$ cat src/rtl/servo_cmd_scheduler.sv
// -----------------------------------------------------------------------------
// servo_cmd_scheduler
//
// Purpose:
//   Buffers 10-bit servo instructions from the serial instruction receiver in
//   a small FIFO and decodes them one at a time. Holds per-channel position,
//   target, slew rate and enable. On every PWM frame tick it sweeps the
//   channels in order and moves each enabled channel's position one slew step
//   toward its target.
//
// Ports:
//   clk          in   system clock, rising edge
//   reset        in   synchronous, active-low reset
//   instr_valid  in   instr_data holds an instruction
//   instr_ready  out  FIFO has room (not full)
//   instr_data   in   [9:8] opcode, [7:6] channel, [5:0] argument
//   frame_tick   in   one-cycle pulse at each PWM frame start
//   pos_out      out  channel c position at [c*POS_W +: POS_W]
//   en_out       out  per-channel enable
//   busy         out  FSM active, FIFO non-empty or tick pending
//   frame_done   out  one-cycle pulse after the last channel of a sweep
//   tick_overrun out  sticky flag: a frame tick arrived while one was pending
// -----------------------------------------------------------------------------
module servo_cmd_scheduler #(
   parameter int         NUM_CH       = 4,
   parameter int         POS_W        = 6,
   parameter int         FIFO_DEPTH   = 4,
   parameter logic [3:0] DEFAULT_RATE = 4'd1,
   parameter int         MID_POS      = 32
) (
   input  logic                      clk,
   input  logic                      reset,
   input  logic                      instr_valid,
   output logic                      instr_ready,
   input  logic [9:0]                instr_data,
   input  logic                      frame_tick,
   output logic [NUM_CH*POS_W-1:0]   pos_out,
   output logic [NUM_CH-1:0]         en_out,
   output logic                      busy,
   output logic                      frame_done,
   output logic                      tick_overrun
);

   localparam int PTR_W = (FIFO_DEPTH > 1) ? $clog2(FIFO_DEPTH) : 1;
   localparam int CNT_W = PTR_W + 1;
   localparam int IDX_W = (NUM_CH > 1) ? $clog2(NUM_CH) : 1;

   localparam logic [1:0] OP_SET_POS  = 2'b00;
   localparam logic [1:0] OP_SET_RATE = 2'b01;
   localparam logic [1:0] OP_ENABLE   = 2'b10;
   localparam logic [1:0] OP_STOP_ALL = 2'b11;

   typedef enum logic [1:0] {
      IDLE   = 2'd0,
      EXEC   = 2'd1,
      UPDATE = 2'd2
   } state_t;

   // ---------------------------------------------------------------- FIFO
   logic [9:0]       fifo_mem [FIFO_DEPTH];
   logic [PTR_W-1:0] wr_ptr_reg;
   logic [PTR_W-1:0] rd_ptr_reg;
   logic [CNT_W-1:0] count_reg;
   logic             fifo_full;
   logic             fifo_empty;
   logic             push;
   logic             pop;

   assign fifo_full   = (count_reg == CNT_W'(FIFO_DEPTH));
   assign fifo_empty  = (count_reg == '0);
   assign instr_ready = !fifo_full;
   assign push        = instr_valid && !fifo_full;

   always_ff @(posedge clk) begin
      if (push) begin
         fifo_mem[wr_ptr_reg] <= instr_data;
      end
   end

   // Pointers wrap naturally because the depth is a power of two.
   always_ff @(posedge clk) begin
      if (!reset) begin
         wr_ptr_reg <= '0;
         rd_ptr_reg <= '0;
         count_reg  <= '0;
      end else begin
         if (push) begin
            wr_ptr_reg <= wr_ptr_reg + PTR_W'(1);
         end
         if (pop) begin
            rd_ptr_reg <= rd_ptr_reg + PTR_W'(1);
         end
         case ({push, pop})
            2'b10:   count_reg <= count_reg + CNT_W'(1);
            2'b01:   count_reg <= count_reg - CNT_W'(1);
            default: count_reg <= count_reg;
         endcase
      end
   end

   // Head of queue, decoded during EXEC.
   logic [9:0] head;
   logic [1:0] head_op;
   logic [1:0] head_ch;
   logic [5:0] head_arg;

   assign head     = fifo_mem[rd_ptr_reg];
   assign head_op  = head[9:8];
   assign head_ch  = head[7:6];
   assign head_arg = head[5:0];

   // ---------------------------------------------------------------- FSM
   state_t           state_reg, state_next;
   logic [IDX_W-1:0] idx_reg, idx_next;
   logic             tick_pending_reg;
   logic             frame_done_reg;
   logic             tick_overrun_reg;
   logic             sweep_end;

   always_comb begin
      state_next = state_reg;
      idx_next   = idx_reg;
      pop        = 1'b0;
      sweep_end  = 1'b0;
      case (state_reg)
         IDLE: begin
            // A pending frame tick is serviced before queued instructions.
            if (tick_pending_reg) begin
               state_next = UPDATE;
               idx_next   = '0;
            end else if (!fifo_empty) begin
               state_next = EXEC;
            end
         end
         EXEC: begin
            pop        = 1'b1;
            state_next = IDLE;
         end
         UPDATE: begin
            if (idx_reg == IDX_W'(NUM_CH - 1)) begin
               sweep_end  = 1'b1;
               idx_next   = '0;
               state_next = IDLE;
            end else begin
               idx_next = idx_reg + IDX_W'(1);
            end
         end
         default: begin
            state_next = IDLE;
         end
      endcase
   end

   always_ff @(posedge clk) begin
      if (!reset) begin
         state_reg        <= IDLE;
         idx_reg          <= '0;
         tick_pending_reg <= 1'b0;
         frame_done_reg   <= 1'b0;
         tick_overrun_reg <= 1'b0;
      end else begin
         state_reg      <= state_next;
         idx_reg        <= idx_next;
         frame_done_reg <= sweep_end;
         // A new tick wins over the end-of-sweep clear so it is not lost;
         // extra ticks are merged into the single pending flag.
         if (frame_tick) begin
            tick_pending_reg <= 1'b1;
         end else if (sweep_end) begin
            tick_pending_reg <= 1'b0;
         end
         if (frame_tick && (tick_pending_reg || state_reg == UPDATE)) begin
            tick_overrun_reg <= 1'b1;
         end
      end
   end

   assign busy         = (state_reg != IDLE) || !fifo_empty || tick_pending_reg;
   assign frame_done   = frame_done_reg;
   assign tick_overrun = tick_overrun_reg;

   // ---------------------------------------------------------------- channels
   logic exec_now;
   logic stop_all;

   assign exec_now = (state_reg == EXEC);
   assign stop_all = exec_now && (head_op == OP_STOP_ALL);

   genvar gi;
   generate
      for (gi = 0; gi < NUM_CH; gi++) begin : g_ch
         logic [POS_W-1:0] cur_reg;
         logic [POS_W-1:0] target_reg;
         logic [3:0]       rate_reg;
         logic             en_reg;
         logic             sel;
         logic             step_en;
         logic [POS_W:0]   up_sum;
         logic [POS_W:0]   down_sum;
         logic [POS_W-1:0] step_pos;

         // Instructions addressed to a channel number >= NUM_CH match no
         // channel here, so they are simply popped and discarded.
         assign sel     = exec_now && (head_op != OP_STOP_ALL) && (head_ch == 2'(gi));
         assign step_en = (state_reg == UPDATE) && (idx_reg == IDX_W'(gi)) && en_reg;

         // One extra bit: the sum cannot wrap and a borrow shows up in the MSB.
         assign up_sum   = {1'b0, cur_reg} + (POS_W+1)'(rate_reg);
         assign down_sum = {1'b0, cur_reg} - (POS_W+1)'(rate_reg);

         always_comb begin
            step_pos = cur_reg;
            if (cur_reg < target_reg) begin
               if (up_sum >= {1'b0, target_reg}) begin
                  step_pos = target_reg;
               end else begin
                  step_pos = up_sum[POS_W-1:0];
               end
            end else if (cur_reg > target_reg) begin
               if (down_sum[POS_W] || (down_sum <= {1'b0, target_reg})) begin
                  step_pos = target_reg;
               end else begin
                  step_pos = down_sum[POS_W-1:0];
               end
            end
         end

         always_ff @(posedge clk) begin
            if (!reset) begin
               cur_reg    <= POS_W'(MID_POS);
               target_reg <= POS_W'(MID_POS);
               rate_reg   <= DEFAULT_RATE;
               en_reg     <= 1'b0;
            end else begin
               if (stop_all) begin
                  en_reg     <= 1'b0;
                  target_reg <= cur_reg;
               end else if (sel) begin
                  case (head_op)
                     OP_SET_POS:  target_reg <= POS_W'(head_arg);
                     OP_SET_RATE: rate_reg   <= head_arg[3:0];
                     OP_ENABLE:   en_reg     <= head_arg[0];
                     default:     ;
                  endcase
               end
               // EXEC and UPDATE never overlap, so no conflict with the above.
               if (step_en) begin
                  cur_reg <= step_pos;
               end
            end
         end

         assign pos_out[gi*POS_W +: POS_W] = cur_reg;
         assign en_out[gi]                 = en_reg;
      end
   endgenerate

endmodule

$ cat config.mk
export PLATFORM = sky130hd
export DESIGN_NAME = servo_cmd_scheduler
export DESIGN_NICKNAME = d
export VERILOG_FILES = /design/src/rtl/servo_cmd_scheduler.sv
export SDC_FILE = /design/constraint.sdc
export NUM_CORES = 1
export LEC_CHECK = 0
export CORE_MARGIN = 4
export CORE_UTILIZATION = 45
export DETAILED_ROUTE_END_ITERATION = 8
export PLACE_DENSITY_LB_ADDON = 0.15
export SYNTH_ARGS = -nofsm -noshare
export SYNTH_HDL_FRONTEND = slang
export SYNTH_SLANG_ARGS = --single-unit
export TNS_END_PERCENT = 100
$ cat constraint.sdc
create_clock -name clk -period 5.2 [get_ports clk]
set_input_delay 1.04 -clock clk [delete_from_list [all_inputs] [get_ports clk]]
set_output_delay 1.04 -clock clk [all_outputs]
set_load 0.02 [all_outputs]
==> results by group, run 1 <==
Yosys
  – Post-Syn Area per Cell: 9.330 um^2
  – Yosys cell types: 66
  – Fraction of registers with async set/reset: 0
  – Post-synth EDFFs: 40
  – Post-synthesis sequential area ratio: 0.3384
  – Yosys top cell by area: dfxtp_1
  – Most frequent cells after synthesis: ha_1, dfxtp_1, nor2_1
  – Synth area leaders: dfxtp_1, ha_1, edfxtp_1, a21oi_1, nor2_1
  – Post-synth net total: 1049
  – Cell Area, Synth: roughly 0.0085 mm^2
  – YS warnings: 0
  – Synthesized instance count: 913
  – Area share of the leading cell type in the synthesized netlist: 0.1974
  – Top-count cell post-synth: ha_1
  – Main synth FF type: dfxtp_1
  – #FFs+latches synth: 124

STA
  – Final number of setup-violating endpoints: 0
  – Setup TNS: 0 ns
  – Slew @ Worst Pin: 0.8983 ns
  – Fmax: 0.2685 GHz
  – RSZ-0062 raised after global routing: no
  – Pins Over Slew Limit: 0
  – Min Tclk post-route: between 3 and 4 ns
  – Final Hold Viols: 0
  – Slew HR: 0.3956
  – Period utilisation layout: 0.7163
  – Clock Skews: 0.008171 ns

Die
  – Die area: around 0.021 mm^2
  – IO Count: between 40 and 50
  – Placement Rows: 50
  – Die extent in y: ~150 um
  – Core Region: 0.01864 mm^2
  – Die Width: roughly 150 um
  – Starting density of the core: 0.4569

Placed design
  – Cell total after placement: 1158
  – Detailed placement HPWL: 15.71 mm
  – GP Congestion: ~0.87
  – Port Buffers: 45

Clock network
  – Hold buffers post-CTS: 0
  – Clock Path Buffers: 2
  – Clock root buffer: clkbuf_16
  – CTS buffer count: 17
  – Worst-Skew Late Latency: ~0.42 ns
  – Resized Gates After CTS: 0
  – Postcts setup bufs: 0
  – CTS tree: built
  – # H-tree levels: 4
  – Clock transition at path regs: 0.06 ns
  – Clock Sinks: about 120

Critical path
  – FF-to-FF Start: g_ch[1].cur_reg[0]
  – R2R setup slack: 1.48 ns
  – Buf/Inv on CP: 3
  – Crit. End Element: register
  – Crit path required time: 5.51 ns
  – Ordered list of cells on the worst path: inv_1 > ha_1 > inv_1 > fa_1 > a21o_1 > a21oi_1 > xnor2_1 > ha_1 > nand3_1 > a21oi_1 > a211oi_1 > nor4_1 > buf_4 > nor3_1 > o311a_1
  – Startpoint types: register
  – Worst R2R End: g_ch[1].cur_reg[2]
  – Slowest CP cell: nor4_1
  – Maximum single-stage delay on the critical path: 0.78 ns
  – Delay-heaviest family, CP: compound AO/OA/AOI/OAI gates
  – Cells on worst reg2reg path: 15
  – Setup CP Type: reg -> reg
  – WP data arrival: about 4 ns
  – Crit-path max FO: 6

Worst hold path
  – Hold Path Class: reg -> reg
  – Worst hold path depth: 2
  – Hold Path Sink: tick_overrun
  – Hold Startpoint: tick_overrun

Pwr
  – P per Cell Area: about 290 mW/mm^2
  – Worst VDD drop: 0.0002959 V
  – Leak: 4.048 nW

Drt
  – DRC Markers: 0
  – DR vias: 6854
  – Post-DRT Antenna Nets: 0
  – Initial DRC count: approximately 500
  – WL/cell: 17.64 um
  – M1 WL: 9.897 mm
  – Met2 WL: 9.919 mm
  – Total Wirelength: 20.99 mm
  – DRT Pass-1 Iters: 6
  – Top layer reached by signal wires: met4
  – DR vias/cell: 5.760
  – WL met3: approximately 1000 um

Layout
  – Max reg flops: 40
  – Fillers: 1749
  – N_diodes: 0
  – Nets@finish: 1079
  – Layout cells sized above 1: 0.07427
  – Finished Layout Cells: 1190
  – Layout area overhead: 14.45%

Global routing
  – GRT Total Usage: 0.2013
  – Initial antenna violation count: 0
  – Largest net degree at the start of global routing: 42
  – Global route total overflow: 0
  – First-pass GRT wire length: ~35 mm
  – Vias in the first global route: 6776

Outcome
  – Status: complete, no violations

Run
  – Max cap viols: 0
==> cells by family after synthesis <==
group,Yosys count,share of synthesized area
simple gates,263,0.1492
buf+inv,107,0.04994
compound gates,233,0.1902
flops,124,0.3384
fa+ha+maj,122,0.1871
mux,29,0.04906
xor+xnor,35,0.03599
==> through the flow <==
step	hold slack (ns)	total power [mW]	setup WS, ns	utilization	area, um^2
CTS	0.4555	2.824	1.498	0.5230	9749
global placement	0.4438	1.545	1.637	0.4894	9124
global route	0.4894	2.927	1.163	0.5230	9749
detailed placement	0.4462	1.551	1.518	0.4894	9124
finish	0.4479	2.802	1.475	0.5230	9749
floorplan	0.4410	1.417	1.973	-	8518
==> layer usage <==
metal | vias up | track usage
li1 | 3429 | -
met1 | 3236 | 0.2747
met2 | 169 | 0.3319
met3 | 20 | 0.04360
met4 | 0 | 0.04084
met5 | - | 0
==> worst max-delay path by stage <==
stage | cells past startpoint | endpoint | from | slack, ns
after floorplan | 14 | g_ch[1].cur_reg[1] | g_ch[1].cur_reg[3] | 1.97
after global placement | 11 | g_ch[3].cur_reg[0] | g_ch[3].cur_reg[1] | 1.64
after detailed placement | 15 | g_ch[1].cur_reg[1] | g_ch[1].cur_reg[0] | 1.52
after CTS | 15 | g_ch[1].cur_reg[1] | g_ch[1].cur_reg[0] | 1.50
after global routing | 15 | g_ch[1].cur_reg[1] | g_ch[1].cur_reg[0] | 1.16
final | 15 | g_ch[1].cur_reg[2] | g_ch[1].cur_reg[0] | 1.48
==> report_power, final <==
group          internal (mW)  switching [mW]
Combinational          0.166           0.273
Sequential              1.05          0.0395
Clock                  0.772           0.498
Total                   1.99           0.811
==> cells in the final DEF, fill, tap and decap left out, types with 5 or more instances in the layout <==
master           synthesis  layout
ha_1                   113     113
dfxtp_1                 84      84
nor2_1                  69      69
inv_1                   68      68
nand2_1                 63      63
a21oi_1                 54      54
clkdlybuf4s50_1          0      44
edfxtp_1                40      40
o21ai_0                 38      38
nand3_1                 34      34
xnor2_1                 21      21
nor3_1                  19      19
mux2i_1                 17      17
clkbuf_16                0      17
nand2b_1                15      15
a21o_1                  15      15
nor2b_1                 14      14
xor2_1                  14      14
a211oi_1                13      13
a31oi_1                 13      13
and3_1                  13      13
a31o_2                  13      13
mux4_2                  10      10
nand4_1                  9       9
o22ai_1                  9       9
fa_1                     9       9
o211ai_1                 7       7
o221ai_1                 7       7
o311ai_0                 6       6
o22a_1                   6       6
o41ai_1                  5       5
a211o_1                  5       5
o31ai_1                  5       5
inv_6                    0       5
buf_4                    4       5
==> final cells by class <==
class                           count  area [um^2]  share of cell area
Timing Repair Buffer               50        483.0             0.04954
Multi-Input combinational cell    682         5210              0.5344
Inverter                           68        255.2             0.02618
Clock inverter                     15        200.2             0.02053
Sequential cell                   124         2883              0.2957
Clock buffer                       17        425.4             0.04363
Tap cell                          234        292.8             0.03003
==> worst min-delay path, stage by stage (launching register included) <==
cell and delay (ns):
dfxtp_1 0.31, inv_1 0.05, a21oi_1 0.05
No activity file was read; power rests on OpenSTA's default activity.
==> run 2, diff against run 1 <==
==> constraint.sdc (replaced) <==
create_clock -name clk -period 3.55 [get_ports clk]
set_input_delay 0.71 -clock clk [delete_from_list [all_inputs] [get_ports clk]]
set_output_delay 0.71 -clock clk [all_outputs]
set_load 0.02 [all_outputs]
==> results by group, run 2 (synthesis gave the netlist of run 1 again) <==
Outcome
  – Status: complete, no violations

Clock network
  – Clock Path Buffers: 2
  – Clock Sinks: between 100 and 150
  – Hold buffers post-CTS: 0
  – CTS tree: built
  – Worst-Skew Late Latency: around 0.43 ns
  – CTS buffer count: 17
  – Clock transition at path regs: 0.06 ns
  – # H-tree levels: 4
  – Clock root buffer: clkbuf_16

Critical path
  – Crit-path max FO: 8
  – WP data arrival: 3.67 ns
  – Startpoint types: register
  – Crit. End Element: register
  – Crit path required time: 3.92 ns
  – Setup CP Type: reg -> reg

STA
  – RSZ-0062 raised after global routing: no
  – Worst hold margin: about 0.46 ns
  – Period utilisation layout: 0.9306
  – Pins Over Slew Limit: 0
  – Final Hold Viols: 0
  – Final number of setup-violating endpoints: 0
  – Min Tclk post-route: 3.304 ns
  – Slew HR: 0.5463
  – Fmax: 0.3027 GHz
  – Setup TNS: 0 ns
  – Clock Skews: roughly 0.014 ns
  – Final Worst Setup Slack: 0.2463 ns
  – Slew @ Worst Pin: 0.6805 ns

Drt
  – WL/cell: between 15 and 20 um
  – DRC Markers: 0
  – Total Wirelength: 21.25 mm
  – DR vias: about 7000
  – Initial DRC count: between 300 and 400
  – DR vias/cell: 5.701
  – Top layer reached by signal wires: met4
  – WL met3: 799 um
  – Post-DRT Antenna Nets: 0
  – DRT Pass-1 Iters: 5
  – Met2 WL: 10.05 mm
  – M1 WL: 9.997 mm

Worst hold path
  – Hold Path Class: reg -> reg

Die
  – Starting density of the core: 0.4569
  – Die area: 0.02120 mm^2
  – Die Width: 145.6 um
  – Die extent in y: 145.6 um
  – Core Region: 0.01864 mm^2
  – IO Count: 46
  – Placement Rows: 50

Global routing
  – Initial antenna violation count: 0
  – Vias in the first global route: between 6000 and 7000
  – Largest net degree at the start of global routing: 31
  – GRT Total Usage: 0.2025
  – First-pass GRT wire length: 34.64 mm
  – Global route total overflow: 0

Run
  – Max cap viols: 0

Layout
  – Post-route cell area: 0.009916 mm^2
  – Most common cell after layout, fill and taps aside: ha_1
  – Nets@finish: ~1100
  – Layout area overhead: 16.41%
  – Sequential cell area: 0.002883 mm^2
  – Core Util, Final: 0.5319
  – Fillers: about 1700
  – N_diodes: 0
  – Most frequent cells in the layout: ha_1, dfxtp_1, nor2_1
  – Finished Layout Cells: 1216
  – Area of the multi-input gates: 0.005233 mm^2
  – Max reg flops: 40
  – Layout cells sized above 1: 0.1029

Pwr
  – Leak: 4.167 nW
  – Worst VDD drop: 0.0003459 V
  – Overall power: 3.973 mW
  – P per Cell Area: approximately 400 mW/mm^2

Placed design
  – Port Buffers: 45
  – GP Congestion: 0.8711
  – Detailed placement HPWL: around 16 mm
  – Cell total after placement: about 1200
  – Setup WS pre-CTS: 0.1512 ns
  – DP Area: between 0.009 and 0.01 mm^2
## run 2: worst paths after layout
kind                            from                 end  slack (ns)  depth (start not counted)
setup / recovery  g_ch[1].cur_reg[0]  g_ch[1].cur_reg[0]        0.25                         14
hold / removal          tick_overrun        tick_overrun        0.46                          2
setup reg to reg  g_ch[1].cur_reg[0]  g_ch[1].cur_reg[0]        0.25                         14
hold reg to reg         tick_overrun        tick_overrun        0.46                          2
## run 2: area by class of cell
cell class | instances | area share
multi-input combinational | 682 | 0.5277
sequential | 124 | 0.2907
timing repair buffer | 76 | 0.06839
clock buffer | 17 | 0.04290
tap | 234 | 0.02953
inverter | 68 | 0.02574
clock inverter | 15 | 0.01502
## run 2: power breakdown
group / internal (mW) / switching [mW]
sequential: 1.54 / 0.0544
clock: 0.986 / 0.723
combinational: 0.260 / 0.409
## run 2: timing repair
action                                  CTS  global route
endpoints found under the setup margin    0            11
buffers inserted                          0             1
gates resized for setup                   0             6
## run 2: worst max-delay path, cell delays in order, from the launching register on
cell	delay, ns
dfxtp_1	0.36
inv_1	0.11
ha_1	0.15
inv_1	0.06
fa_1	0.40
a21o_1	0.19
a21oi_1	0.17
xnor2_1	0.16
ha_1	0.29
a21o_1	0.18
a211oi_1	0.29
nor4_1	0.12
buf_4	0.18
or4_1	0.50
nand3_1	0.09
## run 2: routing by layer
metal  vias up  GRT usage
met2       133     0.3391
met5         -          0
met4         0    0.05935
met1      3281     0.2687
li1       3493          -
met3        26    0.03706
==> run 3, diff against run 2 <==
--- a/config.mk
+++ b/config.mk
@@ -8,7 +8,7 @@
 export CORE_MARGIN = 4
 export CORE_UTILIZATION = 45
 export DETAILED_ROUTE_END_ITERATION = 8
-export PLACE_DENSITY_LB_ADDON = 0.15
+export PLACE_DENSITY_LB_ADDON = 0.08
 export SYNTH_ARGS = -nofsm -noshare
 export SYNTH_HDL_FRONTEND = slang
 export SYNTH_SLANG_ARGS = --single-unit
==> results by group, run 3 (synthesis gave the netlist of run 1 again) <==
Worst hold path
  – Hold Path Sink: tick_overrun
  – Hold Path Class: reg -> reg
  – Worst hold path depth: 2
  – Hold Startpoint: tick_overrun

Pwr
  – Cell Int Power: 2.927 mW
  – Leak: around 4.2 nW
  – Flop pwr share: 0.387
  – Sw frac: 0.2891
  – Clock power share: 0.452
  – Overall power: 4.118 mW
  – Switching power: about 1.2 mW
  – Combinational share of power: 0.161
  – P per Cell Area: 413.5 mW/mm^2
  – Worst VDD drop: around 0.00036 V

Die
  – Starting density of the core: 0.4569
  – Die extent in y: 145.6 um
  – Die area: about 0.021 mm^2
  – Die Width: 145.6 um
  – Core Region: approximately 0.019 mm^2
  – Placement Rows: 50
  – IO Count: 46

Critical path
  – Startpoint types: register
  – Cells on worst reg2reg path: 14
  – Crit. End Element: register
  – R2R setup slack: 0.21 ns
  – Crit-path max FO: 5
  – Setup CP Type: reg -> reg
  – Worst R2R End: g_ch[2].cur_reg[1]
  – FF-to-FF Start: g_ch[2].cur_reg[0]
  – WP data arrival: 3.69 ns
  – Crit path required time: 3.90 ns

Drt
  – DRT Pass-1 Iters: 4
  – Initial DRC count: about 370
  – DRC Markers: 0
  – WL/cell: roughly 18 um
  – DR vias/cell: 5.700
  – Post-DRT Antenna Nets: 0
  – Total Wirelength: 21.44 mm
  – DR vias: around 7000

Global routing
  – First-pass GRT wire length: 35.15 mm
  – Initial antenna violation count: 0
  – Largest net degree at the start of global routing: 72
  – GRT Total Usage: 0.2053
  – Global route total overflow: 0
  – Vias in the first global route: 6736

Clock network
  – Clock Sinks: 124
  – CTS buffer count: 17
  – Worst-Skew Late Latency: 0.43 ns
  – Clock transition at path regs: 0.06 ns
  – Clock Path Buffers: 2
  – Clock root buffer: clkbuf_16
  – # H-tree levels: 4
  – Hold buffers post-CTS: 0
  – CTS tree: built

STA
  – Period utilisation layout: 0.9404
  – Slew HR: 0.5066
  – Worst hold margin: roughly 0.45 ns
  – Final Worst Setup Slack: 0.2117 ns
  – RSZ-0062 raised after global routing: no
  – Setup TNS: 0 ns
  – Clock Skews: 0.01353 ns
  – Slew @ Worst Pin: approximately 0.74 ns
  – Min Tclk post-route: 3.338 ns
  – Final number of setup-violating endpoints: 0
  – Fmax: 0.2996 GHz
  – Pins Over Slew Limit: 0
  – Final Hold Viols: 0

Placed design
  – Setup WS pre-CTS: 0.1242 ns
  – GP Congestion: 0.8717
  – Port Buffers: 45
  – Detailed placement HPWL: 16.33 mm

Layout
  – Most common cell after layout, fill and taps aside: ha_1
  – Layout area overhead: 16.91%
  – Nets@finish: 1103
  – Layout cells sized above 1: 0.1000
  – Most frequent cells in the layout: ha_1, dfxtp_1, nor2_1
  – Fillers: 1774
  – Max reg flops: 40
  – N_diodes: 0

Outcome
  – Status: complete, no violations

Run
  – Max cap viols: 0
-- run 3: cell count changes in the layout (fill, tap and decap cells not counted), sizes merged --
cell / previous run / this run
clkinvlp: 2 / 1
bufinv: 1 / 3
inv: 77 / 75
clkinv: 3 / 4
buf: 32 / 30
-- run 3: power by group through the flow --
stage	Combinational, mW	Clock [mW]	Sequential (mW)
after CTS	0.668	1.90	1.59
after global placement	0.662	0	1.62
final	0.664	1.86	1.59
after floorplan	0.472	0	1.60
after global routing	0.744	1.98	1.60
after detailed placement	0.664	0	1.63
-- run 3: worst max-delay path by stage --
stage	from	endpoint	slack, ns	cells after the start
finish	g_ch[2].cur_reg[0]	g_ch[2].cur_reg[1]	0.21	14
global route	g_ch[3].rate_reg[1]	g_ch[3].cur_reg[0]	0.008	12
CTS	g_ch[3].rate_reg[1]	g_ch[3].cur_reg[0]	0.10	12
detailed placement	g_ch[3].rate_reg[1]	g_ch[3].cur_reg[0]	0.12	12
global placement	g_ch[0].cur_reg[0]	g_ch[0].cur_reg[0]	0.24	13
floorplan	g_ch[1].cur_reg[3]	g_ch[1].cur_reg[1]	0.32	14
-- run 3: stage by stage --
step             util  instance area (um^2)  cells
2_1_floorplan       -                  8518    913
3_3_place_gp   0.4989                  9301   1180
3_5_place_dp   0.4989                  9301   1180
4_1_cts        0.5326                  9928   1212
5_1_grt        0.5342                  9958   1214
6_report       0.5342                  9958   1214
-- run 3: timing repair --
action / CTS / global route
endpoints found under the setup margin: 0 / 10
buffers inserted: 0 / 2
gates resized for setup: 0 / 5
-- run 3: final cells by class --
cell class,count,area [um^2],area share
Clock buffer,17,425.4,0.04272
Inverter,68,255.2,0.02563
Clock inverter,15,201.4,0.02023
Multi-Input combinational cell,682,5225,0.5247
Sequential cell,124,2883,0.2895
Tap cell,234,292.8,0.02940
Timing Repair Buffer,74,675.6,0.06785
-- run 3: critical path, cell delays in order, from the launching register on --
cell and delay (ns):
dfxtp_1 0.35, inv_1 0.10, ha_1 0.17, inv_1 0.05, fa_1 0.40, a21o_1 0.19, a21oi_1 0.18, xnor2_1 0.16
ha_1 0.28, a211o_1 0.31, o211ai_1 0.39, buf_4 0.20, mux2i_1 0.06, mux2_2 0.26, o21ai_0 0.16
-- run 3: layer usage --
metal | vias up | GRT usage | wire [um]
met4 | 0 | 0.06268 | 362
met2 | 133 | 0.3461 | 10270
li1 | 3483 | - | -
met1 | 3279 | 0.2690 | 10020
met5 | - | 0 | 0
met3 | 25 | 0.03799 | 790
